--- config.mk ---
export PLATFORM = sky130hd
export DESIGN_NAME = rect_fill_renderer
export DESIGN_NICKNAME = d
export VERILOG_FILES = /design/src/rtl/rect_fill_renderer.sv
export SDC_FILE = /design/constraint.sdc
export NUM_CORES = 1
export LEC_CHECK = 0
export ABC_AREA = 1
export CAP_MARGIN = 5
export CORE_UTILIZATION = 40
export DETAILED_ROUTE_END_ITERATION = 10
export PLACE_DENSITY = 0.71
export SYNTH_ARGS = -nofsm -noshare
export SYNTH_HDL_FRONTEND = slang
export SYNTH_SLANG_ARGS = --single-unit
--- constraint.sdc ---
create_clock -name Clk -period 3.16 [get_ports Clk]
set_input_delay 0.632 -clock Clk [delete_from_list [all_inputs] [get_ports Clk]]
set_output_delay 0.632 -clock Clk [all_outputs]
set_load 0.01 [all_outputs]
--- src/rtl/rect_fill_renderer.sv ---
// rect_fill_renderer: queues rectangle commands, optionally clears the back buffer,
// then rasterizes each rectangle row-major as a stream of pixel writes.
module rect_fill_renderer #(
  parameter int H_RES = 640,
  parameter int V_RES = 480,
  parameter int FIFO_DEPTH = 4,
  parameter logic [2:0] BG_COLOR = 3'b000,
  parameter bit CLEAR_EN = 1'b1
) (
  input  logic       Clk,
  input  logic       Reset,
  input  logic       cmd_valid,
  output logic       cmd_ready,
  input  logic [9:0] cmd_x0,
  input  logic [8:0] cmd_y0,
  input  logic [9:0] cmd_x1,
  input  logic [8:0] cmd_y1,
  input  logic [2:0] cmd_color,
  input  logic       cmd_last,
  output logic       px_valid,
  input  logic       px_ready,
  output logic [9:0] px_x,
  output logic [8:0] px_y,
  output logic [2:0] px_color,
  output logic       render_done,
  input  logic       render_ack,
  output logic       busy
);
  localparam int AW = $clog2(FIFO_DEPTH);
  localparam logic [9:0] XMAX = 10'(H_RES - 1);
  localparam logic [8:0] YMAX = 9'(V_RES - 1);
  typedef enum logic [1:0] {S_CLEAR, S_FETCH, S_DRAW, S_DONE} state_t;
  localparam state_t S_INIT = CLEAR_EN ? S_CLEAR : S_FETCH;
  state_t r_state, w_next;
  logic [41:0] r_mem [FIFO_DEPTH];
  logic [AW:0] r_wr, r_rd;
  logic w_full, w_empty, w_push, w_pop;
  logic [9:0] w_hx0, w_hx1, w_x1c;
  logic [8:0] w_hy0, w_hy1, w_y1c;
  logic [2:0] w_hcol;
  logic w_hlast, w_blank;
  logic [9:0] r_x0, r_x1, r_px_x;
  logic [8:0] r_y1, r_px_y;
  logic [2:0] r_px_color;
  logic r_last, r_px_valid, r_done;
  logic w_fire, w_row_end, w_at_end, w_sweep;

  assign w_full = (r_wr ^ r_rd) == {1'b1, {AW{1'b0}}};
  assign w_empty = r_wr == r_rd;
  assign w_push = cmd_valid && !w_full;
  assign w_pop = r_state == S_FETCH && !w_empty;
  assign {w_hx0, w_hy0, w_hx1, w_hy1, w_hcol, w_hlast} = r_mem[r_rd[AW-1:0]];
  assign w_x1c = w_hx1 > XMAX ? XMAX : w_hx1;
  assign w_y1c = w_hy1 > YMAX ? YMAX : w_hy1;
  // an origin beyond the screen always exceeds the clamped far edge
  assign w_blank = w_hx0 > w_x1c || w_hy0 > w_y1c;
  assign w_fire = r_px_valid && px_ready;
  assign w_row_end = r_px_x == r_x1;
  assign w_at_end = w_row_end && r_px_y == r_y1;
  assign w_sweep = (r_state == S_CLEAR && !r_px_valid) || (CLEAR_EN && r_state == S_DONE && render_ack);

  assign cmd_ready = !w_full;
  assign px_valid = r_px_valid;
  assign px_x = r_px_x;
  assign px_y = r_px_y;
  assign px_color = r_px_color;
  assign render_done = r_done;
  assign busy = r_state != S_DONE;

  always_ff @(posedge Clk) begin
    if (w_push) r_mem[r_wr[AW-1:0]] <= {cmd_x0, cmd_y0, cmd_x1, cmd_y1, cmd_color, cmd_last};
  end

  always_ff @(posedge Clk) begin
    if (Reset) begin
      r_wr <= '0;
      r_rd <= '0;
    end else begin
      if (w_push) r_wr <= r_wr + 1'b1;
      if (w_pop) r_rd <= r_rd + 1'b1;
    end
  end

  always_ff @(posedge Clk) begin
    r_state <= Reset ? S_INIT : w_next;
  end

  always_comb begin
    w_next = r_state;
    unique case (r_state)
      S_CLEAR: w_next = w_fire && w_at_end ? S_FETCH : S_CLEAR;
      S_FETCH: w_next = w_empty ? S_FETCH : !w_blank ? S_DRAW : w_hlast ? S_DONE : S_FETCH;
      S_DRAW:  w_next = w_fire && w_at_end ? (r_last ? S_DONE : S_FETCH) : S_DRAW;
      S_DONE:  w_next = render_ack ? S_INIT : S_DONE;
      default: w_next = S_INIT;
    endcase
  end

  // the clear sweep reuses the rectangle walker with a full-screen window
  always_ff @(posedge Clk) begin
    if (Reset) begin
      r_px_valid <= 1'b0;
      r_px_x <= '0;
      r_px_y <= '0;
      r_px_color <= '0;
      r_done <= 1'b0;
      r_x0 <= '0;
      r_x1 <= XMAX;
      r_y1 <= YMAX;
      r_last <= 1'b0;
    end else begin
      r_done <= w_next == S_DONE;
      if (w_sweep) begin
        r_px_valid <= 1'b1;
        r_px_x <= '0;
        r_px_y <= '0;
        r_px_color <= BG_COLOR;
        r_x0 <= '0;
        r_x1 <= XMAX;
        r_y1 <= YMAX;
        r_last <= 1'b0;
      end else if (w_pop) begin
        r_px_valid <= !w_blank;
        r_px_x <= w_hx0;
        r_px_y <= w_hy0;
        r_px_color <= w_hcol;
        r_x0 <= w_hx0;
        r_x1 <= w_x1c;
        r_y1 <= w_y1c;
        r_last <= w_hlast;
      end else if (w_fire) begin
        if (w_at_end) r_px_valid <= 1'b0;
        else begin
          r_px_x <= w_row_end ? r_x0 : r_px_x + 10'd1;
          if (w_row_end) r_px_y <= r_px_y + 9'd1;
        end
      end
    end
  end
endmodule

; Yosys cells after proc, flatten, opt, wreduce, memory -nomap -nowiden
; Memory sizes are Yosys's and may differ from the RTL's. A register that Yosys moved wholly into a read port is not among the register bits.
; Index checks and enable logic that the tools add are counted.
[totals]
regBits = 62
memories = 1
ram_bits = 168
[op_classes]
reduce_logical = 22
magnitude_cmp = 4
add_sub_neg = 4
n_mux = 26
bitwise_logic = 1
eq_ne = 10
[memory_table]
columns = name, depth, width, read_ports, rd_clocked_by_memory_dff, wr, line
row1 = r_mem, 4, 42, 1, 1, 1, 35  ; logic [41:0] r_mem [FIFO_DEPTH];
[ops]
columns = cell, n
row1 = 10-bit two-way mux, 5
row2 = 9-bit two-way mux, 5
row3 = 2-bit two-way mux, 8
row4 = 10-bit by 1-bit adder with 10-bit output (second input constant), 1
row5 = 10-bit equality test, 1
row6 = 10-bit greater-than comparator, 1
row7 = 10-bit greater-than comparator (second input constant), 1
row8 = 9-bit by 1-bit adder with 9-bit output (second input constant), 1
row9 = 9-bit equality test, 1
row10 = 9-bit greater-than comparator, 1
row11 = 9-bit greater-than comparator (second input constant), 1
row12 = 2-bit case mux with 4 select lines, 1
row13 = 1-bit logical AND, 7
row14 = 1-bit two-way mux, 7
row15 = 3-bit by 1-bit adder with 3-bit output (second input constant), 2
row16 = 2-bit equality test (second input constant), 3
row17 = 3-bit nonzero test, 2
row18 = 1-bit zero test, 4
row19 = 2-bit inequality test (second input constant), 2
row20 = 2-bit AND reduction, 2
row21 = 2-bit nonzero test, 2
row22 = 3-bit equality test, 1
row23 = 3-bit equality test (second input constant), 1
row24 = 3-bit AND reduction, 1
row25 = 5 further kinds, 6

; Depth between registers and ports, before layout
; Gate-level depths: netlist of run 1.
[logic_depth]
ltp_word = 8
ltp_mapped = 23
ltp_nobuf = 22

; Least setup slack after synthesis of run 1
; Ideal clock, no wire load.
[synth_path]
path_kind = register to register
startpoint = register r_rd[2]
endpoint = register r_wr[2]
period_less_slack_ns = 3.151
path_slack_ns = 0.009
stages_incl_launch_ff = 8
arrival_ns = 3.033
required_time_ns = 3.041
path_cell_list = dfxtp_1 xnor2_1 nand3b_1 nand2_1 nor2_1 nand2_1 nand2_1 o21ba_2
[synth_between]
elab_chain_len = 4
[synth_lines]
columns = item, line
row1 = "start, declared", 36  ; logic [AW:0] r_wr, r_rd;
row2 = "start signal, assigned", 80  ; if (w_pop) r_rd <= r_rd + 1'b1;
row3 = 3-bit XOR, 48  ; assign w_full = (r_wr ^ r_rd) == {1'b1, {AW{1'b0}}};
row4 = 3-bit equality test, 48
row5 = 1-bit zero test, --
row6 = net cmd_ready, 13  ; output logic cmd_ready,
row7 = 1-bit logical AND, 50  ; assign w_push = cmd_valid && !w_full;
row8 = "end signal, assigned", 79  ; if (w_push) r_wr <= r_wr + 1'b1;
row9 = "end, declared", 36
; The timed path passes the listed nets, and every way through them passes these cells.
; A chain may end at the register's enable or synchronous reset.

==> out/summary.txt, run 1 <==
worst reg2reg path endpoint - r_state[1]
Top delay family on crit path - simple AND/OR/NAND/NOR gates
number of H-tree levels - 1
Finish-stage setup viols - 0
number of diodes - 0
power per standard cell area - 540 nW/um^2
commonest non-fill, non-tap cell in the layout - nand2_1
All-Layer GR Usage - 0.185
Syn. warnings - 0
total grt overflow - 0
first-pass GRT wire length - 38.0 mm
final wirelength - 24.1 mm
Post-CTS Hold Fix Bufs - 0
Clock Skew - 0.0111 ns
layout cell share with drive strength beyond 1 - 0.0832
Sw Ratio - 0.217
Max Cap Violations - 0
Filler Cell Count - 2269
CTS Sinks - 232
critical path class - reg2reg
crit path cell chain - buf_12 > nand2_1 > a32oi_1 > nand4_1 > inv_1 > nor2_1 > ha_1 > nand2_1 > nor2_1 > nand3b_1 > nand3_1 > nand2_1 > nand3_1 > nand2_1 > inv_1 > nand2_1 > nand2_1 > inv_1
fin nets - 1185
Tightest Pin Transition - 0.757 ns
unrepaired setup endpoints after global routing - no
leading area contributor after synthesis - edfxtp_1
CP Launch Type - flop
arrival time worst endpoint - 3.28 ns
CP max FO - 84
Synth area leaders - edfxtp_1 (49%), dfxtp_1 (12%), nand2_1 (7.5%)
Clock power frac - 0.430
crit-path most repeated cell - nand2_1
Core Region - 25300 um^2
post-cts resize count - 0
Placed Cells - 1416
Routed Antenna Nets - 0
Core Util, Final - 0.487
total CTS buffers - 24
Post-Synthesis Net Count - 1112
CP Capture Type - flop
DR vias - 7532
number of synthesized register bits - 232
synthesis-to-finish area growth - 19.1%
post-synth cell types - 43
register area share after synthesis - 0.613
Worst Hold Class - reg2reg
Die Span Y - 163 um
largest net degree at the start of global routing - 85
commonest cells after routing, fill and taps aside - nand2_1 (204), edfxtp_1 (168), nor2_1 (118), o21ai_0 (98), inv_1 (77)
DP HPWL - 16.3 mm
Synth Instances - 1039
Psw - 1.44 mW
die width - 163 um
Fin. Hold Viols - 0
Initial Util - 0.409
CTS tree - built
FP Rows - 58
buffer type at the clock tree root - clkbuf_16
Synth top area share - 0.489
leak pwr - 4.61 nW
Max clock buf depth - 3
initial antenna violation count - 0
fin. max-slew vios - 0
PortBufs - 72
Crit. path cell count - 18
Setup TNS - 0 ns
syn avg cell area - 9.93 um^2
io pins - 73
fin crit share - 0.906
Setup Fix Bufs, Post-CTS - 0
slowest CP cell - dfxtp_2
drt via density - 5.16
vias in the first global route - 7095
total die area - 26500 um^2
Post-Syn Area - 10300 um^2
Internal - 5.20 mW
clock slew seen by the registers of the worst setup and hold paths - 0.06 ns
Final Power - 6.64 mW
Fmax achieved - 349 MHz
Area after DPL - 11500 um^2
Logic pwr share - 0.059
design area - 12300 um^2
Max rail drop VDD - 0.000343 V
WP data required - 3.58 ns
routed len/inst - 16.5 um
initial DRC count - 606
clock latency on the worst-skew pair - 0.53 ns
Worst Path Buf+Inv - 4
Worst path max stage delay - 0.36 ns
R2R depth - 18
Worst Setup EP - r_state[1]
fin crit period - 2.86 ns
Reg2Reg Setup Slack - 0.30 ns
Post-route DRC - 0
iteration count of the initial detailed-routing pass - 7
sequential cell fraction of total power - 0.512
Slew headroom - 0.495
non-filler instance count after layout - 1460
routability cong. - 0.843
run status - complete, no violations
==> registers in the layout (all words and copies together), names as in the netlist, named ones only <==
| register | flops |
|---|---|
| render_done | 1 |
| px_color | 3 |
| px_y | 9 |
| r_x0 | 10 |
| px_x | 10 |
| px_valid | 1 |
| r_x1 | 10 |
| r_last | 1 |
| r_state | 2 |
| r_y1 | 9 |
| r_wr | 3 |
| r_rd | 3 |
| r_mem | 168 |
==> how the worst min path moves through the flow <==
stage	startpoint	endpoint	depth (start not counted)
global route	r_x0[0]	r_x0[0]	2
CTS	r_x0[1]	r_x0[1]	2
floorplan	r_x0[1]	r_x0[1]	2
global placement	r_x0[5]	r_x0[5]	2
finish	r_x0[1]	r_x0[1]	2
detailed placement	r_x0[1]	r_x0[1]	2
==> power groups by stage <==
stage | registers (mW) | logic (mW) | clock network (mW)
after floorplan | 3.46 | 0.192 | 0
after global placement | 3.46 | 0.379 | 0
after detailed placement | 3.46 | 0.387 | 0
after CTS | 3.40 | 0.390 | 2.89
after global routing | 3.40 | 0.428 | 3.02
final | 3.40 | 0.390 | 2.85
==> kinds of logic after synthesis <==
group,after synthesis,share of synthesized area
AND/OR/NAND/NOR,428,0.181
flip-flops,232,0.613
AO/OA/AOI/OAI,205,0.109
buffers and inverters,134,0.0531
adder cells (fa/ha/maj),26,0.0315
XOR/XNOR,14,0.0119
==> stage by stage <==
step,hold slack (ns),worst slack (ns)
2_1_floorplan,0.444,0.00870
3_3_place_gp,0.453,0.492
3_5_place_dp,0.457,0.385
4_1_cts,0.467,0.365
5_1_grt,0.486,0.111
6_report,0.464,0.296
==> cells in the mapped netlist <==
cell / count
nor2_1: 122
nand3_4: 2
clkbuf_1: 20
o31ai_1: 1
buf_6: 1
o211ai_1: 6
edfxtp_1: 168
or2_2: 3
nor2_8: 1
nand4_1: 9
nor2_4: 4
xnor2_1: 9
o21ai_0: 98
inv_1: 78
o221ai_1: 1
o21ai_2: 1
o21ai_1: 2
clkinv_1: 1
nand3_1: 65
a31oi_1: 4
a32o_1: 1
o21bai_1: 2
a32oi_1: 4
dfxtp_1: 64
inv_2: 8
clkbuf_4: 1
nand2_8: 1
buf_2: 21
a21oi_1: 52
nand2_1: 205
buf_1: 2
nor2_2: 2
o22ai_1: 29
nor3_1: 2
buf_4: 2
nand2_4: 4
o21ba_2: 1
nand3b_1: 4
a21o_1: 1
a211oi_1: 2
xor2_1: 5
ha_1: 26
nand2_2: 4
==> final cells by class <==
type / count / area, um^2 / share of cell area
clock buffers: 27 / 633 / 0.0515
well taps: 330 / 413 / 0.0336
inverters: 87 / 327 / 0.0266
repair buffers: 94 / 948 / 0.0771
clock inverters: 17 / 165 / 0.0134
flip-flops and latches: 232 / 6330 / 0.515
multi-input cells: 673 / 3480 / 0.283
==> worst reg2reg max path, stage by stage, from the launching register on <==
cell and delay (ns):
dfxtp_2 0.36, buf_12 0.32, nand2_1 0.13, a32oi_1 0.34, nand4_1 0.20, inv_1 0.15
nor2_1 0.07, ha_1 0.31, nand2_1 0.07, nor2_1 0.16, nand3b_1 0.12, nand3_1 0.10
nand2_1 0.07, nand3_1 0.10, nand2_1 0.06, inv_1 0.05, nand2_1 0.04, nand2_1 0.07
inv_1 0.04
==> layer usage <==
layer  track usage  up-vias  routed length, um  part of all wire
met5             0        -                  0                 0
met4        0.0586        0                605             0.025
met3        0.0418       48               2080             0.087
met2         0.288      303              10800              0.45
met1         0.255     3449              10600              0.44
li1              -     3732                  -                 -
Power figures use the tool's default switching activity.
==> run 2, diff against run 1 <==
clock period = 2.6 ns   (was 3.16 ns; I/O delays follow)
==> out/summary.txt, run 2 (synthesis results as in run 1) <==
Fin. Hold Viols - 0
R2R depth - 19
Post-route DRC - 0
HP Start - r_x0[3]
drt via density - 5.19
Slew headroom - 0.643
die width - 163 um
Clock Skew - 0.0153 ns
synthesis-to-finish area growth - 25.3%
design area - 12900 um^2
DR vias - 7828
hold_ws - 0.464 ns
Max Cap Violations - 0
largest net degree at the start of global routing - 48
routability cong. - 0.906
Worst path max stage delay - 0.38 ns
worst slack, placed - 0.0220 ns
Reg2Reg Setup Slack - 0.05 ns
Worst Path Buf+Inv - 4
commonest cells after routing, fill and taps aside - nand2_1 (196), edfxtp_1 (168), nor2_1 (107), o21ai_0 (93), inv_1 (76)
initial DRC count - 567
Final Power - 8.34 mW
Area after DPL - 11800 um^2
Finish-stage setup viols - 0
CP Launch Type - flop
crit-path most repeated cell - nand2_1
DP HPWL - 16.7 mm
Worst Hold Class - reg2reg
total CTS buffers - 25
routed len/inst - 16.4 um
CTS tree - built
CP max FO - 4
Max rail drop VDD - 0.000481 V
leak pwr - 4.91 nW
Top delay family on crit path - simple AND/OR/NAND/NOR gates
power per standard cell area - 644 nW/um^2
Initial Util - 0.409
FP Rows - 58
crit path cell chain - inv_4 > buf_4 > nand2_1 > a32oi_2 > nand4_1 > inv_2 > nor2_4 > ha_4 > a21oi_2 > nand2_1 > nand2_2 > nand3_2 > nand2_2 > nand3_2 > nand2_1 > inv_1 > nand2_1 > nand2_2 > nor2_2
Core Region - 25300 um^2
first-pass GRT wire length - 38.4 mm
iteration count of the initial detailed-routing pass - 5
Max clock buf depth - 3
fin. max-slew vios - 0
Die Span Y - 163 um
arrival time worst endpoint - 3.02 ns
CP Capture Type - flop
number of H-tree levels - 1
buffer type at the clock tree root - clkbuf_16
commonest non-fill, non-tap cell in the layout - nand2_1
worst reg2reg path endpoint - render_done
io pins - 73
All-Layer GR Usage - 0.184
run status - complete, no violations
Tightest Pin Transition - 0.535 ns
final wirelength - 24.8 mm
layout cell share with drive strength beyond 1 - 0.152
max reg flops - 168
total die area - 26500 um^2
fin crit period - 2.55 ns
PortBufs - 72
Fmax achieved - 391 MHz
fin crit share - 0.983
initial antenna violation count - 1
fin nets - 1233
number of diodes - 0
hold path endpoint - r_x0[3]
vias in the first global route - 7191
WP data required - 3.06 ns
clock latency on the worst-skew pair - 0.53 ns
PnR worst setup slack - 0.0455 ns
Filler Cell Count - 2201
CTS Sinks - 232
unrepaired setup endpoints after global routing - yes
Core Util, Final - 0.512
clock slew seen by the registers of the worst setup and hold paths - 0.06 ns
critical path class - reg2reg
hold path depth - 2
slowest CP cell - dfxtp_4
total grt overflow - 0
Routed Antenna Nets - 0
-- run 2: cell count changes in the layout (fill, tap and decap cells not counted), moves of 4 or more --
cell and change:
nand2_2 +6, nor2_2 +8, a32oi_2 +4, o21ai_0 -5, o21ai_1 +5, a32oi_1 -4, nand2_1 -8, clkinv_1 -6
buf_6 +4, nor2_1 -11, buf_4 +39
-- run 2: routing by layer --
layer | vias to the layer above | share of wire | track usage
met3 | 52 | 0.065 | 0.0346
met4 | 2 | 0.024 | 0.0582
li1 | 3818 | - | -
met1 | 3736 | 0.45 | 0.250
met2 | 220 | 0.46 | 0.298
met5 | - | 0.00036 | 0
-- run 2: metrics by stage --
step	TNS (ns)	cells
after global placement	0	1459
final	0	1509
after global routing	-0.474	1509
after CTS	0	1505
after floorplan	-60.42	1039
after detailed placement	0	1459
-- run 2: timing repair --
action                                  4_1_cts  5_1_grt
endpoints found under the setup margin        2        4
hold buffers                                  0        0
cloned                                        0        0
setup buffers                                 0        4
pin swaps                                     0       17
resized for setup                             2       55
-- run 2: worst register-to-register path, stage by stage, from the launching register on --
cell,delay [ns]
dfxtp_4,0.38
inv_4,0.08
buf_4,0.12
nand2_1,0.07
a32oi_2,0.22
nand4_1,0.24
inv_2,0.22
nor2_4,0.06
ha_4,0.27
a21oi_2,0.14
nand2_1,0.08
nand2_2,0.06
nand3_2,0.08
nand2_2,0.09
nand3_2,0.07
nand2_1,0.07
inv_1,0.03
nand2_1,0.07
nand2_2,0.06
nor2_2,0.11
-- run 2: worst max-delay path by stage --
stage,start,end,slack [ns],cells after the start
floorplan,r_rd[2],r_mem[0][0],-0.48,4
global placement,flop,r_state[0],0.13,18
detailed placement,flop,render_done,0.02,16
CTS,flop,render_done,0.04,17
global route,flop,r_state[1],-0.16,19
finish,flop,render_done,0.05,19
-- run 2: area by class of cell --
cell class | count | area [um^2] | share of cell area
clock buffer | 32 | 672 | 0.0519
timing repair buffer | 141 | 1360 | 0.105
clock inverter | 14 | 179 | 0.0138
multi-input combinational | 673 | 3650 | 0.282
tap | 330 | 413 | 0.0319
inverter | 87 | 332 | 0.0256
sequential | 232 | 6330 | 0.490
-- run 2: report_power, final --
part | switching [mW] | internal [mW]
Sequential | 0.0352 | 4.10
Combinational | 0.334 | 0.246
Clock | 1.40 | 2.22
Total | 1.77 | 6.56
